<file path="config.mk">
export PLATFORM = sky130hd
export DESIGN_NAME = gray_cnt
export DESIGN_NICKNAME = d
export VERILOG_FILES = /design/src/rtl/gray_pkg.sv /design/src/rtl/gray_cnt_bin2gray.sv /design/src/rtl/gray_cnt.sv
export SDC_FILE = /design/constraint.sdc
export NUM_CORES = 1
export LEC_CHECK = 0
export CAP_MARGIN = 20
export CORE_MARGIN = 3
export CORE_UTILIZATION = 41
export DETAILED_ROUTE_END_ITERATION = 10
export HOLD_SLACK_MARGIN = 0.12
export PLACE_DENSITY_LB_ADDON = 0.1
export SYNTH_ARGS = -nofsm -noshare
export SYNTH_HDL_FRONTEND = slang
export SYNTH_SLANG_ARGS = --single-unit
</file>
<file path="constraint.sdc">
create_clock -name clk -period 2.57 [get_ports clk]
set_clock_uncertainty 0.1 [all_clocks]
set_input_delay 0.514 -clock clk [delete_from_list [all_inputs] [get_ports clk]]
set_output_delay 0.514 -clock clk [all_outputs]
set_load 0.005 [all_outputs]
</file>
<file path="src/rtl/gray_pkg.sv">
// Shared types and helpers for the Gray-code counter and its converter stages.
// Functions work on a wide word; callers zero-extend and truncate to their own width.
package gray_pkg;

    localparam int GRAY_MAX_W = 64;

    typedef logic [GRAY_MAX_W-1:0] gray_word_t;

    typedef enum logic [2:0] {
        OP_HOLD,
        OP_CLR,
        OP_LOAD,
        OP_STEP,
        OP_SAT
    } cnt_op_e;

    function automatic gray_word_t bin2gray(input gray_word_t x);
        return x ^ (x >> 1);
    endfunction

    // Inverse mapping, shared with the downstream gray-to-binary stage.
    function automatic gray_word_t gray2bin(input gray_word_t g);
        gray_word_t b;
        b = g;
        for (int s = 1; s < GRAY_MAX_W; s = s * 2) begin
            b = b ^ (b >> s);
        end
        return b;
    endfunction

    function automatic gray_word_t cnt_max(input int n);
        if (n >= GRAY_MAX_W) begin
            return '1;
        end
        return (gray_word_t'(1) << n) - gray_word_t'(1);
    endfunction

    function automatic logic is_hamming1(input gray_word_t a, input gray_word_t b);
        return ($countones(a ^ b) == 1);
    endfunction

endpackage

</file>
<file path="src/rtl/gray_cnt_bin2gray.sv">
// Combinational binary-to-Gray encoder; the mirror of the downstream gray-to-binary converter.
module bin2gray_N
    import gray_pkg::*;
#(
    parameter int N = 4
) (
    input  logic [N-1:0] i_bin,
    output logic [N-1:0] o_gray
);

    gray_word_t w_wide;

    assign w_wide = bin2gray(GRAY_MAX_W'(i_bin));
    assign o_gray = w_wide[N-1:0];

endmodule

</file>
<file path="src/rtl/gray_cnt.sv">
// N-bit up/down Gray-code counter with a binary shadow and optional wrap/saturate.
// Optional macro GRAY_CNT_CHECK_EN adds a sticky err output flagging non-single-bit steps.
module gray_cnt
    import gray_pkg::*;
#(
    parameter int N    = 4,
    parameter bit WRAP = 1'b1
) (
    input  logic         clk,
    input  logic         rst,
    input  logic         clr,
    input  logic         load,
    input  logic [N-1:0] load_bin,
    input  logic         en,
    input  logic         up,
    output logic [N-1:0] gray,
    output logic [N-1:0] bin,
    output logic         tc,
`ifdef GRAY_CNT_CHECK_EN
    output logic         err,
`endif
    output logic         wrap
);

    localparam gray_word_t CNT_MAX_W = cnt_max(N);
    localparam logic [N-1:0] CNT_MAX = CNT_MAX_W[N-1:0];

    logic [N-1:0] r_bin;
    logic [N-1:0] r_gray;
    logic         r_wrap;

    logic         w_tc;
    cnt_op_e      w_op;
    logic [N-1:0] w_nextBin;
    logic [N-1:0] w_nextGray;
    logic         w_nextWrap;

    assign w_tc = up ? (r_bin == CNT_MAX) : (r_bin == '0);

    // Priority decode; a terminal-count step either wraps or saturates depending on WRAP.
    always_comb begin
        w_op = OP_HOLD;
        if (clr) begin
            w_op = OP_CLR;
        end else if (load) begin
            w_op = OP_LOAD;
        end else if (en) begin
            if (w_tc && !WRAP) begin
                w_op = OP_SAT;
            end else begin
                w_op = OP_STEP;
            end
        end
    end

    always_comb begin
        w_nextBin  = r_bin;
        w_nextWrap = 1'b0;
        case (w_op)
            OP_CLR:  w_nextBin = '0;
            OP_LOAD: w_nextBin = load_bin;
            OP_STEP: begin
                w_nextBin  = up ? (r_bin + N'(1)) : (r_bin - N'(1));
                w_nextWrap = w_tc;
            end
            default: w_nextBin = r_bin;
        endcase
    end

    bin2gray_N #(
        .N (N)
    ) u_bin2gray (
        .i_bin  (w_nextBin),
        .o_gray (w_nextGray)
    );

    always_ff @(posedge clk) begin
        if (rst) begin
            r_bin  <= '0;
            r_gray <= '0;
            r_wrap <= 1'b0;
        end else begin
            r_bin  <= w_nextBin;
            r_gray <= w_nextGray;
            r_wrap <= w_nextWrap;
        end
    end

    assign gray = r_gray;
    assign bin  = r_bin;
    assign tc   = w_tc;
    assign wrap = r_wrap;

`ifdef GRAY_CNT_CHECK_EN
    logic [N-1:0] r_prevGray;
    logic         r_stepDone;
    logic         r_err;

    // Compare the gray flop against its previous value one cycle after a real step,
    // so a fault in the flop itself is caught, not just in the encoder.
    always_ff @(posedge clk) begin
        if (rst) begin
            r_prevGray <= '0;
            r_stepDone <= 1'b0;
            r_err      <= 1'b0;
        end else begin
            r_prevGray <= r_gray;
            r_stepDone <= (w_op == OP_STEP);
            if (r_stepDone && !is_hamming1(GRAY_MAX_W'(r_prevGray), GRAY_MAX_W'(r_gray))) begin
                r_err <= 1'b1;
            end
        end
    end

    assign err = r_err;
`endif

endmodule
</file>
==> results.json <==
{
  "drtPass1Iterations": 3,
  "ctsHoldBuffers": 0,
  "die_area_sq_mm": 0.00177,
  "yosys.area_share.simple_pct": 28.9,
  "syn_area_sq_um": 533,
  "rr_startpoint": "bin[0]",
  "initial_core_util_pct": 46.1,
  "wl_per_cell_um": 12.6,
  "synth_xor_area_share_pct": 4.93,
  "cts_max_level": 1,
  "dieWidth_um": 42.1,
  "wirelength_um": 1260,
  "critPathMaxFanout": 2,
  "finalMaxSlewViolations": 0,
  "antenna_cells": 0,
  "dp.cells": 97,
  "synth_top_area_share_pct": 30.0,
  "synth_fa_ha_area_share_pct": 8.45,
  "grt_pass1_vias": 480,
  "multi_input_area_sq_um": 343,
  "final_nets": 101,
  "required_ns": 1.96,
  "leakage_nw": 0.330,
  "dp_hpwl_um": 987,
  "finalNonFillerCells": 100,
  "cts.path.max_buffers": 2,
  "ant_nets": 0,
  "start_kind": "input pin",
  "fmax_mhz": 404,
  "timing_hold_violations_final": 0,
  "end_kind": "output port",
  "worst_slew_margin_rel_pct": 73.0,
  "place_congestion": 0.744,
  "synth-compound-area-share_pct": 17.6,
  "fin_ws_ns": 0.0937,
  "place_ws_ns": -0.275,
  "rows": 12,
  "drive_gt1_share_pct": 19.8,
  "powerDensity_mw_per_mm2": 415,
  "status": "completed",
  "gr-total-overflow": 0,
  "die_h_um": 42.1,
  "synth_flop_cell": "dfxtp_1",
  "vias": 545,
  "synth_warnings": 0,
  "cts_tree": "yes",
  "ys_ff_latch": 8,
  "via_per_inst": 5.45,
  "grt_max_degree": 10,
  "setup_viol": 0,
  "path_class": "in -> out",
  "setup_tns_ns": 0,
  "syn2layout_area_growth_pct": 52.8,
  "grt.total_usage_pct": 15.2,
  "ys_types": 32,
  "grt_first_pass_wirelength_um": 2040,
  "nFillCells": 97,
  "yosys.area.top_type": "dfxtp_1",
  "async_flop_share_pct": 0,
  "critPathLaunch": "up",
  "ys_seq_area_share_pct": 30.0,
  "synth.net_count": 71,
  "antenna_found_initial": 0,
  "hold_path.class": "reg -> reg",
  "cts.sinks": 8,
  "numPortBuffers": 19,
  "cts_root_buffer": "clkbuf_4",
  "clock_latency_ns": 0.25,
  "drt-initial-drc-count": 14,
  "hold_start": "bin[3]",
  "finalCriticalPeriod_ns": 2.48,
  "synth.area.top_cells": "dfxtp_1 30%, nor2b_1 5.9%, xnor2_1 4.9%",
  "drv_cap": 0,
  "ios": 20,
  "drc_errors": 0,
  "rsz0062_at_grt": "no",
  "clkSlewWorstSetupHoldPaths_ns": 0.05,
  "syn-instance-count": 58,
  "period_share_pct": 96.4,
  "numCtsBuffers": 3,
  "final_common_cell": "clkdlybuf4s50_1",
  "core_sq_mm": 0.00116,
  "post_cts.repair.setup_buffers": 0,
  "synth_top_family_by_area": "simple AND/OR/NAND/NOR gates",
  "mostFrequentLayoutCells": "18 x clkdlybuf4s50_1, 9 x buf_4, 8 x dfxtp_1",
  "final-seq-area_sq_um": 160,
  "worstMarginPinSlew_ns": 0.403,
  "arrival_ns": 1.86,
  "synth_edf_count": 0,
  "muxShareOfSynthArea_pct": 2.82,
  "synth_area_per_cell_sq_um": 9.19,
  "peakVddDrop_mv": 0.289
}
-- cells in the mapped netlist, types with 2 or more instances --
cell,n
dfxtp_1,8
nor2b_1,5
inv_1,4
nor2_1,4
xnor2_1,3
a211oi_1,2
a21oi_1,2
ha_1,2
nand2b_1,2
nand3_1,2
nor3_1,2
or4_1,2
-- power breakdown --
part / leakage [nW] / internal, mW / switching, mW
Combinational: 0.251 / 0.0641 / 0.0420
Clock: 0.0138 / 0.0534 / 0.0424
Sequential: 0.0657 / 0.132 / 0.00458
-- critical path, stage by stage --
cell and delay, ns:
clkdlybuf4s50_1 0.43, or4_1 0.52, o21ai_2 0.15, dlygate4sd2_1 0.25
-- final cells by class --
cell class              instances  area share [%]
flip-flops and latches          8            19.7
clock buffers                   3            2.76
well taps                      14            2.15
inverters                       4            1.84
repair buffers                 28            31.5
multi-input cells              43            42.1
-- path summary, 6_finish.rpt --
kind,to,slack [ns],cells after the start
worst min register to register,wrap,0.64,3
worst min-delay path,wrap,0.64,3
worst max register to register,gray[0],0.50,8
worst max-delay path,tc,0.09,4
-- routing by layer --
metal,share of wire (%),global-route usage [%]
met5,0,0
met4,2.3,9.94
met3,4.4,3.86
met2,48,22.8
met1,45,19.0
-- state kept, by name (all words and copies together) (netlist names) --
register  cells
gray          3
wrap          1
bin           4
-- logic make-up (layout without fill, tap and decap cells) --
kind of cell | after synthesis | in the layout
compound gates | 12 | 12
mux | 1 | 1
xor+xnor | 3 | 3
flops | 8 | 8
fa+ha+maj | 3 | 3
simple gates | 24 | 24
buf+inv | 7 | 35
-- stage by stage --
| step | hold WS [ns] | utilization, % | power, mW | area (sq um) |
|---|---|---|---|---|
| after floorplan | 0.483 | - | 0.188 | 533 |
| after global placement | 0.650 | 67.9 | 0.242 | 785 |
| after detailed placement | 0.687 | 67.9 | 0.244 | 785 |
| after CTS | 0.644 | 70.0 | 0.340 | 810 |
| after global routing | 0.669 | 70.5 | 0.360 | 815 |
| final | 0.641 | 70.5 | 0.338 | 815 |
-- repair_timing --
action | CTS | global route
gates cloned | 0 | 0
gates resized for setup | 3 | 1
setup endpoints to repair | 1 | 1
No activity file was read; power rests on OpenSTA's default activity.
